$ cat src/rtl/booth_pkg.sv
// rtl/booth_pkg.sv - shared types and sizing helpers for the radix-4 Booth multiplier
package booth_pkg;

    typedef enum logic [1:0] {
        ST_IDLE = 2'b00,
        ST_CALC = 2'b01,
        ST_DONE = 2'b10
    } state_t;

    // Booth digit: zero -> 0, two -> 2M instead of M, neg -> subtract
    typedef struct packed {
        logic zero;
        logic two;
        logic neg;
    } booth_rec_t;

    // Operands carry two guard bits so unsigned values stay positive in the signed recoding
    function automatic int calc_n(input int width);
        return width + 2;
    endfunction

    // Two multiplier bits are retired per iteration
    function automatic int calc_iters(input int width);
        return (width + 2) / 2;
    endfunction

endpackage

$ cat src/rtl/booth_r4_recoder.sv
// rtl/booth_r4_recoder.sv - combinational radix-4 Booth triplet recoder
module booth_r4_recoder
    import booth_pkg::*;
(
    input  logic [2:0] grp,
    output booth_rec_t rec
);

    // Map {q[1], q[0], q_1} onto a digit in {-2,-1,0,+1,+2}
    always_comb begin
        rec = '0;
        case (grp)
            3'b000, 3'b111: rec.zero = 1'b1;
            3'b001, 3'b010: rec = '0;
            3'b011: rec.two = 1'b1;
            3'b100: begin
                rec.two = 1'b1;
                rec.neg = 1'b1;
            end
            3'b101, 3'b110: rec.neg = 1'b1;
            default: rec = '0;
        endcase
    end

endmodule

$ cat src/rtl/booth_r4_mul.sv
// rtl/booth_r4_mul.sv - sequential radix-4 Booth multiplier with start/done handshake
module booth_r4_mul
    import booth_pkg::*;
#(
    parameter int WIDTH = 8
) (
    input  logic                 clk,
    input  logic                 rst_n,
    input  logic                 start,
    input  logic                 signed_mode,
    input  logic [WIDTH-1:0]     mcand,
    input  logic [WIDTH-1:0]     mplier,
    input  logic                 abort,
    output logic                 ready,
    output logic                 busy,
    output logic                 done,
    output logic [2*WIDTH-1:0]   product
);

    localparam int N     = calc_n(WIDTH);
    localparam int ITERS = calc_iters(WIDTH);
    localparam int CW    = (ITERS > 1) ? $clog2(ITERS) : 1;
    localparam logic [CW-1:0] CNT_INIT = CW'(ITERS - 1);
    localparam logic [CW-1:0] CNT_ONE  = CW'(1);

    state_t          state;
    state_t          state_next;
    logic [N:0]      a;
    logic [N-1:0]    q;
    logic            q_1;
    logic [N-1:0]    m;
    logic [CW-1:0]   counter;

    logic            accept;
    logic            calc_step;
    logic            last_step;
    logic [N-1:0]    mcand_ext;
    logic [N-1:0]    mplier_ext;
    booth_rec_t      rec;
    logic [N:0]      mag;
    logic [N:0]      pp;
    logic [N:0]      sum;
    logic [N:0]      a_nxt;
    logic [N-1:0]    q_nxt;

    booth_r4_recoder u_recoder (
        .grp (q[1:0] == 2'b00 && !q_1 ? 3'b000 : {q[1:0], q_1}),
        .rec (rec)
    );

    // State register; reset forces IDLE so no done can follow reset release
    always_ff @(posedge clk or negedge rst_n) begin
        if (!rst_n) begin
            state <= ST_IDLE;
        end else begin
            state <= state_next;
        end
    end

    // Next-state and handshake outputs; abort only matters in CALC, start wins in DONE
    always_comb begin
        state_next = state;
        ready      = 1'b0;
        busy       = 1'b0;
        done       = 1'b0;
        case (state)
            ST_IDLE: begin
                ready = 1'b1;
                if (start) state_next = ST_CALC;
            end
            ST_CALC: begin
                busy = 1'b1;
                if (abort) begin
                    state_next = ST_IDLE;
                end else if (counter == '0) begin
                    state_next = ST_DONE;
                end
            end
            ST_DONE: begin
                ready      = 1'b1;
                done       = 1'b1;
                state_next = start ? ST_CALC : ST_IDLE;
            end
            default: state_next = ST_IDLE;
        endcase
    end

    assign accept    = ready & start;
    assign calc_step = busy & ~abort;
    assign last_step = calc_step & (counter == '0);

    assign mcand_ext  = signed_mode ? {{2{mcand[WIDTH-1]}}, mcand}   : {2'b00, mcand};
    assign mplier_ext = signed_mode ? {{2{mplier[WIDTH-1]}}, mplier} : {2'b00, mplier};

    // Partial product: pick M or 2M, then invert with carry-in for negative digits
    always_comb begin
        mag = '0;
        if (!rec.zero) begin
            mag = rec.two ? {m, 1'b0} : {m[N-1], m};
        end
        pp    = rec.neg ? ~mag : mag;
        sum   = a + pp + {{N{1'b0}}, rec.neg};
        a_nxt = {{2{sum[N]}}, sum[N:2]};
        q_nxt = {sum[1:0], q[N-1:2]};
    end

    // Operand load on accept, one radix-4 step per CALC cycle, product capture on the last step
    always_ff @(posedge clk or negedge rst_n) begin
        if (!rst_n) begin
            a       <= '0;
            q       <= '0;
            q_1     <= 1'b0;
            m       <= '0;
            counter <= '0;
            product <= '0;
        end else if (accept) begin
            a       <= '0;
            q       <= mplier_ext;
            q_1     <= 1'b0;
            m       <= mcand_ext;
            counter <= CNT_INIT;
        end else if (calc_step) begin
            a       <= a_nxt;
            q       <= q_nxt;
            q_1     <= q[1];
            counter <= counter - CNT_ONE;
            if (last_step) begin
                product <= {a_nxt[WIDTH-3:0], q_nxt};
            end
        end
    end

endmodule

$ cat config.mk
export PLATFORM = sky130hd
export DESIGN_NAME = booth_r4_mul
export DESIGN_NICKNAME = d
export VERILOG_FILES = /design/src/rtl/booth_pkg.sv /design/src/rtl/booth_r4_recoder.sv /design/src/rtl/booth_r4_mul.sv
export SDC_FILE = /design/constraint.sdc
export NUM_CORES = 1
export LEC_CHECK = 0
export CORE_AREA = 2 2 82 69
export DETAILED_ROUTE_END_ITERATION = 6
export DIE_AREA = 0 0 84 71
export GPL_TIMING_DRIVEN = 0
export PLACE_DENSITY = 0.83
export SLEW_MARGIN = 5
export SYNTH_ARGS = -nofsm -noshare
export SYNTH_HDL_FRONTEND = slang
export SYNTH_SLANG_ARGS = --single-unit
export TNS_END_PERCENT = 30
$ cat constraint.sdc
create_clock -name clk -period 8.38 [get_ports clk]
set_clock_uncertainty 0.2 [all_clocks]
set_input_delay 2.095 -clock clk [delete_from_list [all_inputs] [get_ports clk]]
set_output_delay 2.095 -clock clk [all_outputs]
set_load 0.01 [all_outputs]
==> results of run 1 <==
## through the flow
step           instance area (um^2)  hold slack (ps)
6_report                       3370              278
3_5_place_dp                   3280              262
2_1_floorplan                  2790              252
5_1_grt                        3370              312
3_3_place_gp                   3260              260
4_1_cts                        3370              285
## flip-flops by register name (all words and copies together), names as in the netlist
name     cells
a            9
counter      3
state        2
m            9
q_1          1
q           10
product     16
## routing by layer
layer  part of all wire [%]  vias to the layer above  routed length [um]
li1                       -                     1169                   -
met4                   0.75                        0                  48
met5                      0                        -                   0
met2                     44                       42                2770
met1                     51                     1106                3280
met3                    4.2                        4                 267
## power groups by stage
stage / Combinational (W) / Sequential [W] / Clock [W]
after floorplan: 0.000564 / 0.000424 / 0
after global placement: 0.000794 / 0.000420 / 0
after detailed placement: 0.000813 / 0.000424 / 0
after CTS: 0.000819 / 0.000420 / 0.000152
after global routing: 0.000931 / 0.000436 / 0.000161
final: 0.000821 / 0.000422 / 0.000148
## cell families (layout without fill, tap and decap cells)
logic type,count (synthesis),count (layout),share of synthesized area (%)
AND/OR/NAND/NOR,131,131,20.5
AO/OA/AOI/OAI,76,76,17.9
flip-flops,50,50,44.8
buffers and inverters,23,71,3.72
XOR/XNOR,19,19,6.23
adder cells (fa/ha/maj),13,13,6.09
multiplexers,2,2,0.762
## critical path: stages (launching register included)
cell and delay (ps):
dfrtp_1 410, and2b_1 200, clkdlybuf4s50_1 540
## cell type report
| class | count | area, um^2 |
|---|---|---|
| buffer | 14 | 70.1 |
| clock buffer | 6 | 82.6 |
| clock inverter | 2 | 12.5 |
| fill | 436 | 1820 |
| inverter | 9 | 33.8 |
| multi-input combinational | 241 | 1440 |
| sequential | 50 | 1250 |
| tap | 65 | 81.3 |
| timing repair buffer | 40 | 405 |
## how the worst min path moves through the flow
| stage | startpoint | end | slack (ps) | depth (start not counted) |
|---|---|---|---|---|
| final | product[0] | product[0] | 280 | 2 |
| after global routing | product[0] | product[0] | 310 | 2 |
| after CTS | product[0] | product[0] | 280 | 2 |
| after detailed placement | product[6] | product[6] | 260 | 2 |
| after global placement | product[5] | product[5] | 260 | 2 |
| after floorplan | a[7] | a[7] | 250 | 2 |
## placed cells by master, fill, tap and decap left out, types with 7 or more instances in the layout
cell             netlist  final
a22oi_1               15     15
nand3_1               16     16
nand2_1               85     85
o21ai_0               33     33
ha_1                  12     12
nor2_1                10     10
dfrtp_1               50     50
xnor2_1                7      7
xor2_1                11     11
clkbuf_1               9      9
inv_1                  7      7
a21oi_1                9      9
clkdlybuf4s50_1        0     38
==> impl_metrics.csv, run 1 <==
group,metric,value,unit
status,status,"finished clean",
critical_path,cp-endpoint,"done",
yosys,synth_flop_cell,"dfrtp_1",
yosys,synth.top_cell.area_share,44.8,%
critical_path,r2r_end,"a[9]",
route,drcViolationCount,0,
route,antenna_left,0,
global_route,globalRouteMet3Util,3.97,%
placement,dp.cells,419,
placement,port_buffers,39,
placement,dp_slack,4330,ps
pwr,seqPwrFrac,30.3,%
cts,clk_pin_slew,90,ps
placement,hpwlAfterDp,4810,um
yosys,synth.area.top_cells,"dfrtp_1 (45%), nand2_1 (11%), o21ai_0 (5.9%)",
yosys,syn_inst,314,
yosys,yosys-top-cells-count,"nand2_1 (85), dfrtp_1 (50), o21ai_0 (33)",
cts,htree_levels,2,
sta,max_freq,267,MHz
critical_path,crit_fanout,3,
cts,clock_latency,310,ps
layout,fin_util,65.0,%
route,dr_total_vias,2321,
layout,drive_gt1_share,6.35,%
global_route,grt_max_degree,35,
floorplanning,core-area,5190,um^2
route,drtPass1Iterations,4,
layout,n_antenna_cell,0,
sta,period_needed,3740,ps
critical_path,path_class,"reg -> out",
global_route,top_usage_layer,"met1",
global_route,grt_pass1_wl,10900,um
floorplanning,fp.dieW,84,um
pwr,p_comb_share,59.0,%
route,wl,6360,um
cts,cts_hold_buf,0,
floorplanning,dieArea,5960,um^2
critical_path,r2r_cells,14,
yosys,post_synth.cell_area_avg,8.89,um^2
critical_path,crit_arrival,1450,ps
pwr,cellPowerDensity,412,nW/um^2
floorplanning,rows,24,
yosys,synth_cell_types,46,
critical_path,end_kind,"output pin",
yosys,async_flop_share,100,%
critical_path,r2r_setup_slack,4990,ps
global_route,met1_usage,35.5,%
pwr,p_leak,1.55,nW
min_path,min_path_type,"reg -> reg",
critical_path,critPathLaunchType,"flip-flop",
route,wl_per_cell,14.9,um
critical_path,crit_path_start,"state[0]",
floorplanning,initial_core_util,53.8,%
cts,post_cts_buffers,0,
yosys,yosysMostFrequentCell,"nand2_1",
global_route,grt_overflow,0,
yosys,synth_warnings,0,
sta,setup_viol,0,
cts,cts_resized,0,
yosys,ys_seq_area_share,44.8,%
sta,hold_viol,0,
global_route,met2_usage,33.0,%
pwr,p_sw_share,44.9,%
yosys,synthesis.nets,348,
yosys,ys_ff_latch,50,
pwr,vdd_drop_max,0.000215,V
route,viasPerCell,5.44,
sta,worst_slew_pin_slew,699,ps
route,drt-initial-drc-count,202,
sta,slew_headroom,53.2,%
yosys,synth_edf_count,0,
cts,cts_sinks,50,
cts,cts_buffer_depth,2,
layout,area_delta_synth_final,20.8,%
sta,setup-tns-final,0,ps
layout,final_nets,395,
pwr,internal_power,0.000766,W
critical_path,cp.required,6090,ps
layout,stdcell_count,427,
cts,root_buffer,"clkbuf_8",
yosys,syn-cell-area,2790,um^2
pwr,power_switching,0.000624,W
yosys,netlist.top_cell.by_area,"dfrtp_1",
critical_path,reg2reg_from,"q[1]",
sta,worst_slack,4640,ps
sta,drv_slew,0,
placement,place_congestion,0.906,
global_route,grtUsageTotal,22.9,%
sta,rsz0062_at_grt,"no",
run,cap_violations,0,
sta,fin_crit_sh,44.6,%
global_route,antenna_found_initial,0,
floorplanning,die_h,71,um
cts,cts_tree,"built",
floorplanning,pin_count,40,
global_route,grt_pass1_vias,2233,
pwr,p_clk_share,10.6,%
cts,cts_buffers,5,
pwr,p_total,0.00139,W
Power figures use the tool's default switching activity.
==> inputs of run 2 (changes only) <==
- CORE_AREA: 2 2 82 69 -> 2 2 84 70
- DIE_AREA: 0 0 84 71 -> 0 0 86 72
- PLACE_DENSITY: 0.83 -> 0.8
- clock period: 8.38 -> 3.6 ns (I/O delays scaled with it)
==> run 2 against run 1 <==
Routed wire length increased by 0.53%. First-iteration DRC count is 36% lower. Sequential power rose by 130%. Global-route usage is 1.2 points lower. Flip-flop and latch count unchanged. Power is 130% higher. Sequential share of layout area rose by 0.097 points. Register-to-register slack got worse by 4700 ps. Final cell count shrank 0.23%. Combinational power rose by 130%. Hold slack better by 3.2 ps. Critical endpoint is now a[9]. Largest cell class unchanged.
==> impl_metrics.csv, run 2 (synthesized netlist as in run 1, its figures left out) <==
group,metric,value,unit
pwr,vdd_drop_max,0.000439,V
min_path,min_path_type,"reg -> reg",
placement,placed_area,3280,um^2
cts,cts_buffer_depth,2,
critical_path,critPathLaunchType,"flip-flop",
layout,n_antenna_cell,0,
critical_path,crit_arrival,3290,ps
cts,clk_pin_slew,100,ps
layout,drive_gt1_share,6.37,%
cts,clock_latency,310,ps
route,antenna_left,0,
pwr,p_leak,1.54,nW
layout,top_regs,"product x16, q x10",
critical_path,cp.required,3600,ps
global_route,grt_pass1_wl,10500,um
critical_path,crit_fanout,10,
placement,hpwlAfterDp,4710,um
cts,htree_levels,2,
placement,port_buffers,39,
sta,drv_slew,0,
sta,max_freq,303,MHz
global_route,grt_pass1_vias,2230,
cts,cts_tree,"built",
critical_path,end_kind,"flip-flop",
sta,slew_headroom,60.7,%
sta,setup-tns-final,0,ps
route,wl_per_cell,15.0,um
cts,root_buffer,"clkbuf_8",
floorplanning,rows,24,
placement,place_congestion,0.870,
run,cap_violations,0,
route,drcViolationCount,0,
layout,largest_register,"product",
route,dr_total_vias,2327,
sta,rsz0062_at_grt,"no",
sta,setup_viol,0,
route,viasPerCell,5.46,
floorplanning,die_h,72,um
floorplanning,dieArea,6190,um^2
floorplanning,core-area,5320,um^2
layout,final_common_cell,"nand2_1",
cts,cts_hold_buf,0,
sta,fin_crit_sh,91.6,%
cts,cts_sinks,50,
cts,post_cts_buffers,0,
layout,area_delta_synth_final,20.5,%
placement,dp_slack,271,ps
pwr,cellPowerDensity,957,nW/um^2
layout,layout_common_cells,"nand2_1 (85), dfrtp_1 (50), clkdlybuf4s50_1 (38)",
cts,cts_resized,0,
floorplanning,initial_core_util,52.5,%
global_route,antenna_found_initial,0,
global_route,grt_overflow,0,
layout,final_area,3370,um^2
sta,period_needed,3300,ps
floorplanning,fp.dieW,86,um
global_route,grtUsageTotal,21.8,%
layout,final_nets,394,
route,drt-initial-drc-count,130,
route,wl,6400,um
layout,fin_util,63.3,%
status,status,"finished clean",
sta,worst_slew_pin_slew,588,ps
cts,cts_buffers,5,
sta,worst_slack,302,ps
critical_path,path_class,"reg -> reg",
floorplanning,pin_count,40,
global_route,grt_max_degree,34,
layout,largest_register_ffs,16,
sta,fin_hold_ws,282,ps
route,drtPass1Iterations,4,
sta,hold_viol,0,
## run 2: cell types whose count changed in the layout (fill, tap and decap cells not counted)
cell	previous run	this run
clkbuf_8	6	5
clkbuf_1	9	8
clkinv_4	0	1
## run 2: report_power, final
| group | switching [W] | internal, W |
|---|---|---|
| clock network | 0.000196 | 0.000137 |
| logic | 0.00107 | 0.000836 |
| registers | 0.000192 | 0.000793 |
## run 2: worst max-delay path, cell delays in order, from the launching register on
cell	delay, ps
dfrtp_1	430
buf_6	170
inv_1	130
and3_1	360
a22oi_1	130
o21ai_0	210
inv_1	130
fa_1	440
nor2b_1	120
o21ai_0	120
o211a_1	290
o21a_1	210
o221ai_1	150
o21ai_1	80
## run 2: cell type report
type                            count  area, um^2
Clock inverter                      3        21.3
Buffer                             13        66.3
Fill cell                         442        1950
Multi-Input combinational cell    241        1440
Timing Repair Buffer               40         405
Inverter                            9        33.8
Clock buffer                        5        68.8
Sequential cell                    50        1250
Tap cell                           65        81.3
## run 2: worst paths after layout
kind | endpoint | slack [ps] | start | cells past startpoint
setup / recovery | a[9] | 300 | q[1] | 13
min in group asynchronous | m[6] | 310 | rst_n | 1
setup reg to reg | a[9] | 300 | q[1] | 13
hold / removal | product[5] | 280 | product[5] | 2
max in group asynchronous | product[8] | 2370 | rst_n | 2
hold reg to reg | product[5] | 280 | product[5] | 2
## run 2: metal layers
metal	up-vias	share of wire (%)	global-route usage, %
met5	-	0	0
met4	0	0.67	5.47
met3	5	5.4	5.46
met2	45	44	32.4
met1	1107	49	32.0
li1	1170	-	-
## run 2: stage by stage
step | power [W] | cells
5_1_grt | 0.00351 | 426
2_1_floorplan | 0.00230 | 314
6_report | 0.00322 | 426
3_3_place_gp | 0.00281 | 418
4_1_cts | 0.00321 | 427
3_5_place_dp | 0.00287 | 419
==> inputs of run 3 (changes only) <==
- CAP_MARGIN: default -> 20
==> run 3 against run 2 <==
Power barely moved. Fmax rose by 1.3%. Clock power rose by 2%. Combinational power barely moved. Design area did not move. Global-route usage rose by 0.29 points. Hold slack barely moved. Largest power group unchanged. Clock-buffer cell count did not move. First-iteration DRC count rose by 11%. Flip-flop and latch count did not move. Highest routed layer unchanged. Sequential power barely moved. Routed wire length fell by 1.6%.
==> impl_metrics.csv, run 3 (synthesized netlist as in run 1, its figures left out) <==
group,metric,value,unit
critical_path,r2r_setup_slack,350,ps
placement,hpwlAfterDp,4710,um
cts,cts_sinks,50,
layout,drive_gt1_share,6.37,%
min_path,hold_depth,2,
global_route,grtUsageTotal,22.0,%
floorplanning,initial_core_util,52.5,%
critical_path,cp_cell_sequence,"buf_6 > inv_1 > and3_1 > a22oi_1 > o21ai_0 > inv_1 > fa_1 > nor2b_1 > o21ai_0 > o211a_1 > o21a_1 > o221ai_1 > o21ai_1",
floorplanning,fp.dieW,86,um
sta,rsz0062_at_grt,"no",
floorplanning,core-area,5320,um^2
critical_path,crit_slowest_cell,"fa_1",
sta,slew_headroom,58.8,%
global_route,grt_pass1_wl,10700,um
critical_path,cpLargestDelayFamily,"compound AO/OA/AOI/OAI gates",
sta,max_freq,307,MHz
run,cap_violations,0,
route,drt-initial-drc-count,144,
critical_path,r2r_cells,13,
sta,worst_slew_pin_slew,618,ps
critical_path,reg2reg_from,"q[1]",
sta,period_needed,3250,ps
floorplanning,die_h,72,um
min_path,min_path_type,"reg -> reg",
status,status,"finished clean",
route,drcViolationCount,0,
global_route,grt_max_degree,34,
cts,htree_levels,2,
layout,register_area,1250,um^2
route,wl,6300,um
critical_path,r2r_end,"a[9]",
critical_path,end_kind,"flip-flop",
cts,cts_resized,0,
min_path,hold_path.startpoint,"product[5]",
layout,n_antenna_cell,0,
layout,area_delta_synth_final,20.5,%
min_path,hold-path-endpoint,"product[5]",
pwr,vdd_drop_max,0.000472,V
critical_path,path_class,"reg -> reg",
route,viasPerCell,5.53,
floorplanning,rows,24,
critical_path,path_buf_inv,3,
cts,cts_tree,"built",
pwr,p_total,0.00322,W
pwr,cellPowerDensity,956,nW/um^2
pwr,p_leak,1.54,nW
global_route,grt_overflow,0,
floorplanning,dieArea,6190,um^2
route,drtPass1Iterations,4,
cts,clk_pin_slew,100,ps
critical_path,critPathMaxStageDelay,440,ps
layout,final_nets,394,
floorplanning,pin_count,40,
layout,layout_common_cells,"nand2_1 (85), dfrtp_1 (50), clkdlybuf4s50_1 (38)",
route,dr_total_vias,2356,
placement,port_buffers,39,
sta,setup-tns-final,0,ps
critical_path,crit_fanout,10,
cts,cts_buffers,5,
layout,final_common_cell,"nand2_1",
layout,top_regs,"product x16, q x10",
layout,largest_register,"product",
route,wl_per_cell,14.8,um
sta,drv_slew,0,
cts,post_cts_buffers,0,
layout,multi_input_area,1440,um^2
route,antenna_left,0,
critical_path,cp.required,3600,ps
sta,setup_viol,0,
critical_path,crit_arrival,3260,ps
layout,largest_register_ffs,16,
cts,cts_buffer_depth,2,
cts,cts_hold_buf,0,
sta,hold_viol,0,
global_route,grt_pass1_vias,2251,
cts,clock_latency,320,ps
global_route,antenna_found_initial,0,
layout,fillCellCount,440,
cts,root_buffer,"clkbuf_8",
placement,place_congestion,0.870,
critical_path,critPathLaunchType,"flip-flop",
sta,fin_crit_sh,90.4,%
## run 3: cell counts in the layout (fill, tap and decap cells not counted)
No cell type changed its count.
## run 3: through the flow
stage | utilization (%) | hold WS [ps] | worst slack, ps | area (um^2) | cells
3_3_place_gp | 61.4 | 258 | -36.0 | 3260 | 418
5_1_grt | 63.3 | 316 | 92.6 | 3370 | 426
6_report | 63.3 | 282 | 345 | 3370 | 426
3_5_place_dp | 61.7 | 262 | 269 | 3280 | 419
4_1_cts | 63.4 | 285 | 251 | 3370 | 427
2_1_floorplan | - | 252 | 672 | 2790 | 314
## run 3: layer usage
layer  up-vias  wire [um]  GRT usage, %
li1       1169          -             -
met4         0         89          5.82
met1      1121       3070          32.3
met5         -          0             0
met2        57       2810          32.9
met3         9        325          5.46
## run 3: how the worst max path moves through the flow
stage,from,end,slack [ps],cells after the start
floorplan,q[1],a[9],670,14
global placement,rst_n,product[4],-40,1
detailed placement,q[1],a[9],270,14
CTS,q[1],a[9],250,14
global route,q[0],a[6],90,12
finish,q[1],a[9],350,13
## run 3: power by group
part / internal (W) / switching, W / total, W
clock: 0.000137 / 0.000200 / 0.000337
sequential: 0.000793 / 0.000192 / 0.000985
combinational: 0.000836 / 0.00106 / 0.00190
total: 0.00177 / 0.00145 / 0.00322
## run 3: tightest hold or removal path, delay by kind of cell (launching register included)
family	cells	cell delay, ps
flip-flops	1	350
AND/OR/NAND/NOR	2	100
## run 3: layout make-up
cell class                      count  share of cell area [%]
Clock buffer                        5                    2.04
Clock inverter                      3                   0.632
Inverter                            9                    1.00
Tap cell                           65                    2.42
Timing Repair Buffer               40                    12.0
Sequential cell                    50                    37.2
Buffer                             13                    1.97
Multi-Input combinational cell    241                    42.7
==> patch 1, RTL diff (config.mk and constraints of run 2) <==
Register the input `signed_mode` before use. The logic sees it one clock later. The other inputs are not delayed to match.
--- a/src/rtl/booth_r4_mul.sv
+++ b/src/rtl/booth_r4_mul.sv
@@ -23,4 +23,10 @@
     localparam logic [CW-1:0] CNT_INIT = CW'(ITERS - 1);
     localparam logic [CW-1:0] CNT_ONE  = CW'(1);
+
+    logic signed_mode_q;
+
+    always_ff @(posedge clk) begin
+        signed_mode_q <= signed_mode;
+    end
 
     state_t          state;
@@ -90,6 +96,6 @@
     assign last_step = calc_step & (counter == '0);
 
-    assign mcand_ext  = signed_mode ? {{2{mcand[WIDTH-1]}}, mcand}   : {2'b00, mcand};
-    assign mplier_ext = signed_mode ? {{2{mplier[WIDTH-1]}}, mplier} : {2'b00, mplier};
+    assign mcand_ext  = signed_mode_q ? {{2{mcand[WIDTH-1]}}, mcand}   : {2'b00, mcand};
+    assign mplier_ext = signed_mode_q ? {{2{mplier[WIDTH-1]}}, mplier} : {2'b00, mplier};
 
     // Partial product: pick M or 2M, then invert with carry-in for negative digits
Function: changed (Yosys sat finds a counterexample within 10 cycles, from zero or initial values and one cycle with rst_n low).
==> patch 1 against run 2 <==
Wire length rose by 3.2%; sequential cell count grew 1; total power rose by 3.6%; critical path type unchanged; design area up 1.3%; setup slack got worse by 35 ps; worst hold slack lost 19 ps; synthesized area increased by 0.72%; largest power group unchanged; count of clock-buffer cells in the layout did not move; critical endpoint unchanged; core utilization grew 0.85 points; highest routed layer unchanged; clock power is 24% higher.
==> patch 1: results (changes against run 2) <==
pre_cts_slack_ps: 193  # was 271 ps
vias_per_cell: 5.63  # was 5.46
fin_crit_ps: 3330  # was 3300 ps
ys_seq_area_share_pct: 45.2  # was 44.8%
syn_inst: 315  # was 314
power_frac_seq_pct: 30.0  # was 30.6%
vdd.ir_drop.worst_mv: 0.424  # was 0.439 mV
synth.distinct_cells: 47  # was 46
place.gp.congestion: 0.888  # was 0.870
hpwl_um: 4750  # was 4710 um
post-place-cells: 420  # was 419
grt_use_met1_pct: 32.6  # was 32.0%
grt_pass1_vias: 2309  # was 2230
track_usage_pct: 22.5  # was 21.8%
synth_xor_area_share_pct: 6.18  # was 6.23%
n_fill_cell: 453  # was 442
synth_compound_area_share_pct: 17.8  # was 17.9%
nets: 395  # was 394
arrival_ps: 3330  # was 3290 ps
synthMuxAreaShare_pct: 0.756  # was 0.762%
combPwrFrac_pct: 57.6  # was 59.1%
power_mw: 3.34  # was 3.22 mW
r2r_setup_slack_ps: 270  # was 300 ps
use_met3_pct: 4.55  # was 5.46%
async_flop_share_pct: 98.0  # was 100%
syn_nets: 349  # was 348
grt_pass1_wl_um: 10800  # was 10500 um
status: "finished clean"  # unchanged
synth_fa_ha_area_share_pct: 6.05  # was 6.09%
stdcell_count: 427  # was 426
drive_gt1_share_pct: 6.35  # was 6.37%
maxSlewHeadroom_pct: 59.9  # was 60.7%
hold_path_class: "in2async"  # was reg2reg
p_leak_nw: 1.56  # was 1.54 nW
switchingPower_mw: 1.48  # was 1.45 mW
met2_usage_pct: 34.3  # was 32.4%
==> patch 1: cell count changes after synthesis, sizes merged <==
cell,run 2,this run
dfxtp,0,1
==> patch 1: cell families after synthesis <==
family,after synthesis
muxes,2
adders and majority gates,13
and+or+nand+nor,131
DFF,51
AOI/OAI and AO/OA,76
buffers and inverters,23
xor gates and xnor gates,19
==> patch 1: final cells by class <==
class / instances / share of cell area (%)
multi-input combinational: 241 / 42.1
sequential: 51 / 37.3
timing repair buffer: 40 / 11.9
tap: 65 / 2.38
clock buffer: 5 / 2.02
buffer: 13 / 1.94
clock inverter: 3 / 1.36
inverter: 9 / 0.990
==> patch 1: layer usage <==
layer	up-vias	wire length, um
met5	-	0
met4	0	59
met3	6	354
met2	63	3000
met1	1167	3190
li1	1169	-
==> patch 1: through the flow <==
| step | cell area (um^2) | hold WS, ps |
|---|---|---|
| finish | 3410 | 263 |
| global route | 3410 | 275 |
| CTS | 3410 | 260 |
| detailed placement | 3300 | 262 |
| global placement | 3280 | 260 |
| floorplan | 2810 | 229 |
==> patch 2, RTL diff (flow settings as in run 2) <==
Made on the original files. `WIDTH`: 8 -> 4.
--- a/src/rtl/booth_r4_mul.sv
+++ b/src/rtl/booth_r4_mul.sv
@@ -3,5 +3,5 @@
     import booth_pkg::*;
 #(
-    parameter int WIDTH = 8
+    parameter int WIDTH = 4
 ) (
     input  logic                 clk,
Interface: changed (resized mcand, mplier and product); port bits go from 40 to 24. No check against the original RTL was run, so the function may have changed too.
==> patch 2 against run 2 <==
Design area fell by 40%; worst hold slack got worse by 8.4 ps; total power fell by 40%; sequential power decreased by 44%; wire length shrank 42%; sequential cell count fell by 21; final cell count decreased by 34%; setup slack better by 250 ps; global-route usage is 8.8 points lower; synthesized area shrank 42%; critical endpoint is now a[5]; largest cell class unchanged.
==> patch 2: results (changes against run 2) <==
status: "finished clean"  # unchanged
ys_top_cells_by_count: "nand2_1, dfrtp_1, nor2_1"  # was nand2_1, dfrtp_1, o21ai_0
io_buffers: 23  # was 39
placed_area_um2: 1930  # was 3280 um^2
routedWlPerCell_um: 13.2  # was 15.0 um
drt_iter0_markers: 31  # was 130
h-tree-depth: 2  # unchanged
ys_warn_count: 0  # unchanged
reg_top3: "product (8), q (6)"  # was product (16), q (10)
async_flop_share_pct: 100  # unchanged
slowest_delay_ps: 520  # was 440 ps
syn_nets: 206  # was 348
tightest_slew_ps: 658  # was 588 ps
hold_path_class: "reg2reg"  # unchanged
nets: 236  # was 394
fin_crit_ps: 3040  # was 3300 ps
vdd.ir_drop.worst_mv: 0.451  # was 0.439 mV
hold_path_depth: 2  # unchanged
clock_latency_ps: 290  # was 310 ps
ys_seq_area_share_pct: 44.9  # was 44.8%
p_leak_nw: 0.946  # was 1.54 nW
grt_pass1_wl_um: 6230  # was 10500 um
final-seq-area_um2: 726  # was 1250 um^2
r2r_start: "q[0]"  # was q[1]
grt_antenna_before_repair: 0  # unchanged
synth.distinct_cells: 36  # was 46
vias: 1399  # was 2327
r2r_setup_slack_ps: 560  # was 300 ps
worst_path_max_delay_cell: "fa_1"  # unchanged
netlist_top_cells_area: "dfrtp_1, nand2_1, ha_1, xor2_1, o21ai_0"  # was dfrtp_1, nand2_1, o21ai_0, ha_1, a22oi_1
crit_fanout: 7  # was 10
grt_max_degree: 30  # was 34
arrival_ps: 3010  # was 3290 ps
track_usage_pct: 13.0  # was 21.8%
n_fill_cell: 550  # was 442
hpwl_um: 2690  # was 4710 um
clkTransAtPathRegs_ps: 70  # was 100 ps
cts_root_buf: "clkbuf_8"  # unchanged
cts_resized: 0  # unchanged
hp-start: "product[4]"  # was product[5]
diodes: 0  # unchanged
crit_path_start_kind: "flip-flop"  # unchanged
firstDrtPassIters: 4  # unchanged
cts-buffers-inserted: 5  # unchanged
yosys_most_used_dff: "dfrtp_1"  # unchanged
cts_setup_buffers: 0  # unchanged
pre_cts_slack_ps: 567  # was 271 ps
clk_path_buf_depth: 2  # unchanged
ff2ff_path_depth: 10  # was 13
place.gp.congestion: 0.821  # was 0.870
drive_gt1_share_pct: 7.83  # was 6.37%
==> patch 2: changes by cell type in the layout (fill, tap and decap cells not counted), sizes merged, moves of 4 or more <==
cell,change
o21ai,-29
ha,-6
a31oi,+4
dfrtp,-21
xnor2,-4
nand2,-30
clkdlybuf4s50,-16
a22oi,-12
xor2,-6
a21oi,-4
nand3,-9
==> patch 2: area by class of cell <==
class / count / area share, %
Clock buffer: 6 / 4.09
Multi-Input combinational cell: 141 / 40.7
Sequential cell: 29 / 35.9
Inverter: 7 / 1.30
Tap cell: 65 / 4.02
Buffer: 9 / 2.17
Timing Repair Buffer: 23 / 11.1
Clock inverter: 2 / 0.681
==> patch 2: per-stage QoR <==
step           cells  hold WS [ps]  power [mW]
6_report         282           273        1.95
3_5_place_dp     274           264        1.65
2_1_floorplan    186           260        1.32
4_1_cts          282           281        1.95
5_1_grt          282           312        2.11
3_3_place_gp     274           260        1.61
==> patch 2: where the power goes <==
part	switching [mW]	internal (mW)
registers	0.0963	0.457
logic	0.618	0.490
clock network	0.131	0.155
total	0.845	1.10
==> patch 2: final timing paths <==
path | end
max | a[5]
min | product[4]
max reg2reg | a[5]
min reg2reg | product[4]
max in group asynchronous | a[3]
min in group asynchronous | state[0]
==> patch 2: worst max-delay path, delay by kind of cell, from the launching register on <==
kind	cells	cell delay (ps)
AO/OA/AOI/OAI	6	1340
XOR/XNOR	2	320
flip-flops	1	360
buffers and inverters	1	180
adder cells (fa/ha/maj)	1	520
==> patch 2: routing by layer <==
metal | wire [um] | vias up | share of wire, % | global-route usage (%)
met3 | 167 | 4 | 4.5 | 2.96
met5 | 0 | - | 0 | 0
li1 | - | 692 | - | -
met2 | 1780 | 30 | 48 | 21.5
met1 | 1730 | 673 | 46 | 15.6
met4 | 56 | 0 | 1.5 | 7.23
==> patch 2: cells by family after synthesis <==
kind of cell / Yosys count / synth area share [%]
buffers and inverters: 16 / 4.33
and+or+nand+nor: 83 / 22.0
muxes: 2 / 1.24
xor gates and xnor gates: 9 / 4.87
adders and majority gates: 8 / 6.57
DFF: 29 / 44.9
AOI/OAI and AO/OA: 39 / 16.1
